[src/rtl/tube_pkg.sv]
// Shared constants for the tube_scan display path: digit count,
// blanking values and the hex-to-seven-segment pattern table.
package tube_pkg;

  localparam int NUM_DIGITS = 8;

  typedef logic [3:0] digit_t;

  localparam logic [6:0] SEG_OFF = 7'h7F;
  localparam logic [7:0] AN_OFF  = 8'hFF;

  // Active-low patterns ordered {g,f,e,d,c,b,a}, indexed by hex value
  localparam logic [6:0] SEG_TABLE [16] = '{
    7'h40, 7'h79, 7'h24, 7'h30, 7'h19, 7'h12, 7'h02, 7'h78,
    7'h00, 7'h10, 7'h08, 7'h03, 7'h46, 7'h21, 7'h06, 7'h0E
  };

endpackage

[src/rtl/tube_scan_hex2seg.sv]
// Combinational hex digit to active-low seven-segment decoder.
module hex2seg
  import tube_pkg::*;
(
  input  digit_t     digit_i,
  output logic [6:0] seg_o
);

  assign seg_o = SEG_TABLE[digit_i];

endmodule

[src/rtl/tube_scan.sv]
// Frame-snapshotting 8-digit seven-segment scanner.
// Define TUBE_LZB_EN to enable leading-zero blanking.
module tube_scan
  import tube_pkg::*;
#(
  parameter int DIV   = 100000,
  parameter int Width = 4
) (
  input  logic             clk,
  input  logic             rst,
  input  logic [Width-1:0] q7,
  input  logic [Width-1:0] q6,
  input  logic [Width-1:0] q5,
  input  logic [Width-1:0] q4,
  input  logic [Width-1:0] q3,
  input  logic [Width-1:0] q2,
  input  logic [Width-1:0] q1,
  input  logic [Width-1:0] q0,
  input  logic [7:0]       den,
  output logic [7:0]       an,
  output logic [6:0]       seg,
  output logic             frame
);

  localparam int             CW      = $clog2(DIV);
  localparam logic [CW-1:0]  CNT_MAX = CW'(DIV - 1);

  logic [Width-1:0] qLive  [NUM_DIGITS];
  logic [Width-1:0] snap_q [NUM_DIGITS];
  logic [Width-1:0] snap_d [NUM_DIGITS];
  logic [7:0]       den_q, den_d;
  logic [CW-1:0]    cnt_q, cnt_d;
  logic [2:0]       idx_q, idx_d;
  logic             first_q, first_d;
  logic [7:0]       an_q, an_d;
  logic [6:0]       seg_q, seg_d;
  logic             frame_q, frame_d;
  logic             cntWrap, load, digitDark;
  logic [6:0]       segDec;

  assign qLive[0] = q0;
  assign qLive[1] = q1;
  assign qLive[2] = q2;
  assign qLive[3] = q3;
  assign qLive[4] = q4;
  assign qLive[5] = q5;
  assign qLive[6] = q6;
  assign qLive[7] = q7;

  hex2seg u_hex2seg (
    .digit_i(snap_q[idx_q]),
    .seg_o  (segDec)
  );

`ifdef TUBE_LZB_EN
  logic [7:0] blank_q, blank_d;
  logic       leading;

  // A zero stays blank only while every digit above it is zero or disabled
  always_comb begin
    blank_d = '0;
    leading = 1'b1;
    for (int i = NUM_DIGITS - 1; i >= 1; i--) begin
      blank_d[i] = leading && (qLive[i] == '0);
      leading    = leading && ((qLive[i] == '0) || !den[i]);
    end
  end

  always_ff @(posedge clk or posedge rst) begin
    if (rst) begin
      blank_q <= '0;
    end else if (load) begin
      blank_q <= blank_d;
    end
  end

  assign digitDark = !den_q[idx_q] || blank_q[idx_q];
`else
  assign digitDark = !den_q[idx_q];
`endif

  always_comb begin
    cntWrap = (cnt_q == CNT_MAX);
    load    = first_q || (cntWrap && (idx_q == 3'd7));
    cnt_d   = cntWrap ? '0 : cnt_q + CW'(1);
    idx_d   = cntWrap ? idx_q + 3'd1 : idx_q;
    first_d = 1'b0;
    frame_d = load;
    den_d   = load ? den : den_q;
    for (int i = 0; i < NUM_DIGITS; i++) begin
      snap_d[i] = load ? qLive[i] : snap_q[i];
    end
    // Slot start is always dark so the anode switch never shows the old digit
    an_d  = (cnt_q == '0 || digitDark) ? AN_OFF : ~(8'd1 << idx_q);
    seg_d = digitDark ? SEG_OFF : segDec;
  end

  always_ff @(posedge clk or posedge rst) begin
    if (rst) begin
      cnt_q   <= '0;
      idx_q   <= '0;
      first_q <= 1'b1;
      den_q   <= '0;
      an_q    <= AN_OFF;
      seg_q   <= SEG_OFF;
      frame_q <= 1'b0;
      for (int i = 0; i < NUM_DIGITS; i++) begin
        snap_q[i] <= '0;
      end
    end else begin
      cnt_q   <= cnt_d;
      idx_q   <= idx_d;
      first_q <= first_d;
      den_q   <= den_d;
      an_q    <= an_d;
      seg_q   <= seg_d;
      frame_q <= frame_d;
      for (int i = 0; i < NUM_DIGITS; i++) begin
        snap_q[i] <= snap_d[i];
      end
    end
  end

  assign an    = an_q;
  assign seg   = seg_q;
  assign frame = frame_q;

endmodule
[config.mk]
export PLATFORM = sky130hd
export DESIGN_NAME = tube_scan
export DESIGN_NICKNAME = d
export VERILOG_FILES = /design/src/rtl/tube_pkg.sv /design/src/rtl/tube_scan_hex2seg.sv /design/src/rtl/tube_scan.sv
export SDC_FILE = /design/constraint.sdc
export NUM_CORES = 1
export LEC_CHECK = 0
export CAP_MARGIN = 20
export CORE_MARGIN = 2
export CORE_UTILIZATION = 58
export CTS_BUF_LIST = sky130_fd_sc_hd__clkbuf_16
export DETAILED_ROUTE_END_ITERATION = 8
export PLACE_DENSITY_LB_ADDON = 0.3
export SLEW_MARGIN = 20
export SYNTH_ARGS = -nofsm -noshare
export SYNTH_HDL_FRONTEND = slang
export SYNTH_SLANG_ARGS = --single-unit
[constraint.sdc]
create_clock -name clk -period 5 [get_ports clk]
set_input_delay 1 -clock clk [delete_from_list [all_inputs] [get_ports clk]]
set_output_delay 1 -clock clk [all_outputs]
set_load 0.02 [all_outputs]
==> impl_metrics.csv <==
group,metric,value,unit
timing,slew_viol_final,0,
layout,n_fill_cell,429,
run_status,status,"finished, final reports clean",
clocking,clock_latency,0.33,ns
clocking,cts_made_buffers,9,
pwr,powerDensity,331,mW/mm^2
floorplan,fp-row-count,29,
clocking,holdBufCountCts,0,
synthesis,ys_warn_count,0,
worst_setup_path,path_cells,"ha_1 -> ha_1 -> a21oi_4 -> buf_4 -> mux2_4",
timing,hold_violations,0,
synthesis,yosys.area_share.simple,0.0909,
min_path,hold_path.class,"register to register",
layout,nNetsFinal,395,
synthesis,muxShareOfSynthArea,0.237,
synthesis,synth_fa_ha_area_frac,0.0463,
clocking,cts.sinks,77,
routing,routedWlPerCell,16.9,um
routing,ant_nets,0,
routing,vias,2320,
synthesis,synth.ff_latch_count,77,
clocking,clk_pin_slew_worst_paths,0.06,ns
place,dp_slack,2.10,ns
clocking,h-tree-depth,3,
global_route,grtUsageTotal,0.213,
timing,grt_setup_unrepaired,"no",
synthesis,synth_top_family_by_area,"multiplexers",
layout,insertedDiodeCount,0,
place,gp_congestion,0.855,
floorplan,die_h,84.8,um
routing,drc,0,
clocking,cts_setup_buffers,0,
synthesis,syn_area_per_cell,13.6,um^2
layout,stdcell_area,0.00469,mm^2
synthesis,synth_nets,335,
synthesis,postSynth.asyncResetShare,1.00,
clocking,ctsResizeCount,0,
pwr,leakage,2.07,nW
global_route,grt_max_degree,42,
pwr,peakVddDrop,0.000260,V
layout,instances_no_fill,421,
layout,drive_gt1_frac,0.259,
timing,max_slew_margin,0.327,
synthesis,synth_compound_area_frac,0.0384,
job,max_cap_violations,0,
layout,area_growth,23.9,%
synthesis,synth-xor-area-share,0.0370,
worst_setup_path,arrival,3.12,ns
synthesis,syn-cell-area,0.00378,mm^2
floorplan,die_area,0.00719,mm^2
timing,finalSetupViolations,0,
timing,final.min_clock_period,2.91,ns
worst_setup_path,end_kind,"register",
timing,setup_tns,0,ns
worst_setup_path,cp_slowest_stage_delay,0.81,ns
worst_setup_path,crit_top_cell,"ha_1",
place,placed_cells,405,
global_route,antenna_found_initial,0,
routing,drt_first_iter_violations,80,
synthesis,synthFlopType,"dfrtp_1",
place,post-dp-hpwl,4970,um
place,port-buffer-count,57,
worst_setup_path,cp-start-kind,"register",
clocking,cts_buffer_depth,2,
worst_setup_path,slowest_stage,"a21oi_4",
timing,clock.fmax,343,MHz
floorplan,start_util,0.599,
floorplan,io_pins,58,
timing,min_period_over_period,0.583,
floorplan,coreArea,0.00631,mm^2
routing,vias_per_cell,5.51,
place,dpl_cell_area,0.00439,mm^2
clocking,root_buffer,"clkbuf_16",
layout,layout_commonest_cell,"dfrtp_1",
synthesis,synth_edf_count,0,
synthesis,ys_seq_area_frac,0.515,
global_route,grt_pass1_vias,2419,
floorplan,fp.dieW,84.8,um
worst_setup_path,crit_required,5.21,ns
synthesis,synth.distinct_cells,42,
global_route,grt_pass1_wl,11900,um
routing,wl,7100,um
timing,finClkSkew,0.00851,ns
timing,worst_pin_slew,1.01,ns
layout,layout_common_cells,"dfrtp_1, clkdlybuf4s50_1, mux2_4",
clocking,cts_tree,"built",
timing,whs,0.499,ns
timing,layout_setup_ws,2.09,ns
synthesis,syn_inst,279,
routing,dr.pass1.iters,4,
global_route,grt_overflow_total,0,
worst_setup_path,critical_path_peak_fanout,23,
worst_setup_path,crit_type,"register to register",
[layout make-up]
cell class                 count  area (um^2)  share of cell area
clock buffer                   9          225              0.0481
clock inverter                 7         73.8              0.0158
inverter                      12         45.0             0.00961
multi-input combinational    180         1710               0.366
sequential                    77         1950               0.415
tap                           77         96.3              0.0206
timing repair buffer          59          586               0.125
[report_power, final]
part,internal [mW],switching (mW)
clock,0.388,0.254
sequential,0.674,0.0250
combinational,0.122,0.0868
[metal layers]
metal | share of wire | vias to the layer above | GRT usage | wire length [um]
li1 | - | 1103 | - | -
met1 | 0.45 | 1136 | 0.288 | 3200
met2 | 0.49 | 68 | 0.346 | 3480
met3 | 0.041 | 13 | 0.0413 | 292
met4 | 0.018 | 0 | 0.0794 | 129
met5 | 0 | - | 0 | 0
[worst paths after layout]
path / start / endpoint / slack [ns] / cells past startpoint
worst max register to register: idx_q[0] / snap_q[31] / 2.09 / 5
max in group asynchronous: rst / seg[3] / 2.86 / 3
worst max-delay path: idx_q[0] / snap_q[31] / 2.09 / 5
worst min register to register: cnt_q[13] / cnt_q[13] / 0.50 / 1
min in group asynchronous: rst / den_q[0] / 1.15 / 2
worst min-delay path: cnt_q[13] / cnt_q[13] / 0.50 / 1
[flip-flops by register name, indices dropped and copies added, names as in the netlist]
| register | count |
|---|---|
| idx_q | 3 |
| den_q | 8 |
| frame | 1 |
| cnt_q | 17 |
| snap_q | 32 |
| an | 8 |
| seg | 7 |
| first_q | 1 |
[metrics by stage]
step,utilization,power [mW]
CTS,0.742,1.56
global route,0.742,1.60
floorplan,-,0.837
detailed placement,0.695,0.916
finish,0.742,1.55
global placement,0.695,0.909
[worst max-delay path: cells and delay by family, from the launching register on]
| family | cells | cell delay, ns |
|---|---|---|
| AOI/OAI and AO/OA | 1 | 0.81 |
| DFF | 1 | 0.59 |
| adders and majority gates | 2 | 0.59 |
| buffers and inverters | 1 | 0.47 |
| muxes | 1 | 0.34 |
[cells in the mapped netlist, drive strengths merged (2+ instances only)]
master | count | share of area
a21oi | 6 | 0.0089
and3 | 2 | 0.0033
buf | 8 | 0.021
clkbuf | 2 | 0.0020
dfrtp | 61 | 0.40
dfstp | 16 | 0.11
ha | 14 | 0.046
inv | 12 | 0.012
mux2 | 44 | 0.17
mux2i | 6 | 0.019
mux4 | 8 | 0.049
nand2 | 23 | 0.023
nand2b | 2 | 0.0033
nand3 | 7 | 0.0093
nand4 | 5 | 0.0083
nor2 | 15 | 0.015
nor2b | 2 | 0.0033
nor3 | 5 | 0.0096
nor4 | 3 | 0.0050
o21ai | 3 | 0.0040
o221ai | 5 | 0.012
or3 | 2 | 0.0033
xnor2 | 12 | 0.028
xor2 | 4 | 0.0093
[cells by family (layout without fill, tap and decap cells)]
| group | after synthesis | in the layout |
|---|---|---|
| buf+inv | 22 | 87 |
| mux | 58 | 58 |
| flops | 77 | 77 |
| compound gates | 21 | 21 |
| xor+xnor | 16 | 16 |
| fa+ha+maj | 14 | 14 |
| other cells | 1 | 1 |
| simple gates | 70 | 70 |
(Power assumes the default switching activity.)
==> patch 1, RTL diff (config.mk and constraints unchanged) <==
Add an input register stage for `q2`, without a reset; this delays it by one clock. The other inputs are not delayed to match.
--- a/src/rtl/tube_scan.sv
+++ b/src/rtl/tube_scan.sv
@@ -25,6 +25,12 @@
   localparam int             CW      = $clog2(DIV);
   localparam logic [CW-1:0]  CNT_MAX = CW'(DIV - 1);
 
+  logic [Width-1:0] q2_q;
+
+  always_ff @(posedge clk) begin
+    q2_q <= q2;
+  end
+
   logic [Width-1:0] qLive  [NUM_DIGITS];
   logic [Width-1:0] snap_q [NUM_DIGITS];
   logic [Width-1:0] snap_d [NUM_DIGITS];
@@ -40,7 +46,7 @@
 
   assign qLive[0] = q0;
   assign qLive[1] = q1;
-  assign qLive[2] = q2;
+  assign qLive[2] = q2_q;
   assign qLive[3] = q3;
   assign qLive[4] = q4;
   assign qLive[5] = q5;
Behaviour: same outputs for any inputs over 10 cycles, from zero or initial values and one cycle with rst high; that may be too few to reach the edited logic, so the function may still have changed.
==> patch 1 against the original RTL <==
- design area grew 2.3%
- routed wire length rose by 1.2%
- sequential power up 4.7%
- core utilization rose by 0.84 points
- sequential cell count increased by 4
- area after synthesis is 1.5% higher
- total power grew 8.7%
- worst setup slack better by 0.29 ns
- critical path type unchanged
- largest cell class unchanged
- largest power group is now the clock network
==> patch 1: results (changes against the original RTL) <==
[metrics] fraction of final layout cells with drive strength greater than 1: 0.2557 (-0.002974)
[metrics] DP Wirelength: 4783 um (-3.7%)
[metrics] First DRT Iteration DRCs: 137 (+71%)
[metrics] worst hold slack: 0.4600 ns (-0.03864 ns)
[metrics] compound-cell area share of the yosys netlist: 0.03681 (-0.001552)
[metrics] slew at the pin closest to its max-slew limit: 0.8245 ns (-0.1822 ns)
[metrics] max incr delay on CP: 0.68 ns (-0.13 ns)
[metrics] fmax: 381.2 MHz (+11%)
[metrics] hold path start: q2_q[3]
[metrics] power in sequential cells: 732 uW (+4.7%)
[metrics] relative contribution of the clock network to total power: 0.444 (+0.030)
[metrics] Placed Cells: 409 (+0.99%)
[metrics] placement-stage worst setup slack: 2.062 ns (-0.03320 ns)
[metrics] synthesized netlist cell count: 283 (+1.4%)
[metrics] area share of fa/ha/maj cells after synthesis: 0.04560 (-0.0006937)
[metrics] final weighted congestion in routability-driven placement: 0.8054 (-5.8%)
[metrics] leakage power figure: 0.002115 uW (+2.3%)
[metrics] Commonest cells post-synth: sky130_fd_sc_hd__dfrtp_1 (61), sky130_fd_sc_hd__mux2_4 (39), sky130_fd_sc_hd__nand2_1 (23)
[metrics] final routed wire length divided by cell count: 16.89 um (+0.20%)
[metrics] multiplexer share of the synthesized area: 0.2296 (-0.007792)
[metrics] share of synthesized registers carrying an async set or reset: 0.9506 (-0.04938)
[metrics] via count of the first global-routing pass: 2442 (+0.95%)
[metrics] pin count of the biggest net entering global routing: 50 (+19%)
[metrics] final-stage net count: 399 (+1.0%)
[metrics] result of the run: completed
[metrics] sequential cell area fraction in the yosys report: 0.5277 (+0.01314)
[metrics] top cell family by delay on the critical path: multiplexers
[metrics] skew final: 0.007337 ns (-0.001175 ns)
[metrics] routed vias: 2382 (+2.7%)
[metrics] IR drop worst, VDD: 0.0002367 V (-8.9%)
[metrics] Slowest cell on crit path: sky130_fd_sc_hd__dfrtp_1
[metrics] power share of the combinational group: 0.122 (-0.013)
[metrics] net switching power figure: 369.2 uW (+0.86%)
[metrics] Syn-to-layout area delta: 24.82%
[metrics] post-layout instance count excluding filler cells: 425 (+0.95%)
[metrics] Critical Path End: seg[0]
[metrics] cell types with the largest area share after synthesis: sky130_fd_sc_hd__dfrtp_1 (40%), sky130_fd_sc_hd__mux2_4 (15%), sky130_fd_sc_hd__dfstp_2 (11%)
[metrics] Filler Cell Count: 415 (-3.3%)
[metrics] Endpoint, Worst Hold: snap_q[23]
[metrics] synthesized net count: 339 (+1.2%)
[metrics] R2R Setup Slk: 2.38 ns (+0.29 ns)
[metrics] global-route wire length before repair: 11980 um (+0.29%)
-- patch 1: cell count changes in the layout (fill, tap and decap cells not counted), moves of 2 or more --
cell / delta
sky130_fd_sc_hd__bufinv_16: +2
sky130_fd_sc_hd__clkinv_4: -2
sky130_fd_sc_hd__nor2_1: +2
sky130_fd_sc_hd__dfxtp_1: +4
sky130_fd_sc_hd__clkinv_2: -2
-- patch 1: area by class of cell --
type | instances | area share
timing repair buffer | 59 | 0.1221
sequential | 81 | 0.4228
clock inverter | 7 | 0.02453
tap | 77 | 0.02009
clock buffer | 9 | 0.04697
multi-input combinational | 179 | 0.3533
inverter | 13 | 0.01018
-- patch 1: routing by layer --
layer,part of all wire,routed length (um),vias to the layer above,track usage
li1,-,-,1122,-
met1,0.45,3223,1177,0.2927
met2,0.49,3505,68,0.3423
met3,0.039,278,15,0.03016
met4,0.024,170,0,0.1140
met5,0,0,-,0
==> patch 2, RTL diff (same settings) <==
Without the edit above. Build with the macro `TUBE_LZB_EN` defined.
--- a/src/rtl/tube_scan.sv
+++ b/src/rtl/tube_scan.sv
@@ -1,5 +1,7 @@
 // Frame-snapshotting 8-digit seven-segment scanner.
 // Define TUBE_LZB_EN to enable leading-zero blanking.
+`define TUBE_LZB_EN
+
 module tube_scan
   import tube_pkg::*;
 #(
Check against the original RTL: same outputs for any inputs over 10 cycles, from zero or initial values and one cycle with rst high; that may be too few to reach the edited logic, so the function may still have changed.
==> patch 2 against the original RTL <==
- final cell count up 15%
- routed wire length up 14%
- total power about the same
- fmax down 5.9%
- sequential cell count up 7
- area after synthesis up 7.9%
- worst setup slack worse by 0.18 ns
- design area up 6.3%
- clock power down 9.5%
- largest cell class unchanged
==> patch 2: results (changes against the original RTL) <==
[metrics] result of the run: completed
[metrics] Crit Reg-Reg Endpoint: seg[6]
[metrics] slew margin rel.: 0.3161 (-0.01130)
[metrics] sequential cell area fraction in the yosys report: 0.5196 (+0.005058)
[metrics] final-stage net count: 440 (+11%)
[metrics] pin count of the biggest net entering global routing: 55 (+31%)
[metrics] final routed wire length divided by cell count: 16.60 um (-1.5%)
[metrics] hold path start: blank_q[2]
[metrics] R2R Setup Slk: 1.91 ns (-0.18 ns)
[metrics] Placed Cells: 470 (+16%)
[metrics] final weighted congestion in routability-driven placement: 0.8542 (about the same)
[metrics] synthesized net count: 383 (+14%)
[metrics] Post-DP Area: 0.004725 mm2 (+7.7%)
[metrics] Endpoint, Worst Hold: blank_q[2]
[metrics] worst reg2reg path depth: 4 (-1)
[metrics] Unique masters post-synth: 50 (+19%)
[metrics] Hold Crit Depth: 2 (+1)
[metrics] IR drop worst, VDD: 0.0001974 V (-24%)
[metrics] cell types with the largest area share after synthesis: sky130_fd_sc_hd__dfrtp_1 (42%), sky130_fd_sc_hd__dfstp_2 (10%), sky130_fd_sc_hd__mux2_4 (8.8%)
[metrics] Filler Cell Count: 471 (+9.8%)
[metrics] First DRT Iteration DRCs: 101 (+26%)
[metrics] routed vias: 2725 (+17%)
[metrics] global routing usage summed across all routing layers: 0.2304 (+0.01704)
[metrics] critical path arrival: 3.33 ns (+0.21 ns)
[metrics] skew final: 0.007806 ns (-0.0007060 ns)
[patch 2: cell types whose count changed after synthesis, moves of 4 or more]
cell                       before  now
sky130_fd_sc_hd__nor4_1         3    7
sky130_fd_sc_hd__mux2_4        39   24
sky130_fd_sc_hd__inv_1         12   16
sky130_fd_sc_hd__mux2_2         5   17
sky130_fd_sc_hd__o21ai_0        3   14
sky130_fd_sc_hd__nand3_1        7   14
sky130_fd_sc_hd__dfrtp_1       61   68
sky130_fd_sc_hd__clkbuf_1       2    6
[patch 2: area by class of cell]
cell class | instances | area share
clock buffers | 9 | 0.04519
repair buffers | 60 | 0.1190
multi-input cells | 213 | 0.3661
flip-flops and latches | 84 | 0.4258
well taps | 96 | 0.02410
inverters | 17 | 0.01306
clock inverters | 7 | 0.006779
[patch 2: kinds of logic (layout without fill, tap and decap cells)]
family                     count (synthesis)  after routing  share of synthesized area
xor gates and xnor gates                  16             16                    0.03431
other                                      1              1                  0.0009182
AOI/OAI and AO/OA                         41             41                    0.06679
adders and majority gates                 13             13                    0.03983
and+or+nand+nor                           87             87                     0.1103
buffers and inverters                     31             93                    0.03738
muxes                                     55             55                     0.1909
DFF                                       84             84                     0.5196
[patch 2: power groups by stage]
stage          clock [uW]  combinational, uW  sequential [uW]
5_1_grt               625                230              759
3_3_place_gp            0                206              764
3_5_place_dp            0                212              765
6_report              581                213              755
2_1_floorplan           0                119              770
4_1_cts               590                214              755
[patch 2: routing by layer]
metal | wire length [um] | part of all wire | track usage
met5 | 0 | 0 | 0
met4 | 121 | 0.015 | 0.06014
met3 | 369 | 0.046 | 0.06221
met2 | 4059 | 0.50 | 0.3678
met1 | 3516 | 0.44 | 0.3158
[patch 2: through the flow]
step	hold slack, ns	utilization
global placement	0.4633	0.6954
detailed placement	0.4796	0.6954
global route	0.5144	0.7335
floorplan	0.4425	-
CTS	0.4935	0.7335
finish	0.4913	0.7335
[patch 2: critical path, stage by stage, from the launching register on]
cell	delay, ns
sky130_fd_sc_hd__dfrtp_1	0.91
sky130_fd_sc_hd__mux4_2	0.60
sky130_fd_sc_hd__mux2i_1	0.79
sky130_fd_sc_hd__o21ai_0	0.35
sky130_fd_sc_hd__o221ai_1	0.34
[patch 2: how the worst max path moves through the flow]
stage,from,end,slack (ns),cells past startpoint
CTS,idx_q[0],seg[6],1.93,4
global route,idx_q[0],seg[0],1.70,5
detailed placement,q7[1],blank_q[1],1.93,6
global placement,q7[0],blank_q[1],2.09,6
finish,idx_q[0],seg[6],1.91,4
floorplan,rst,blank_q[1],1.86,1
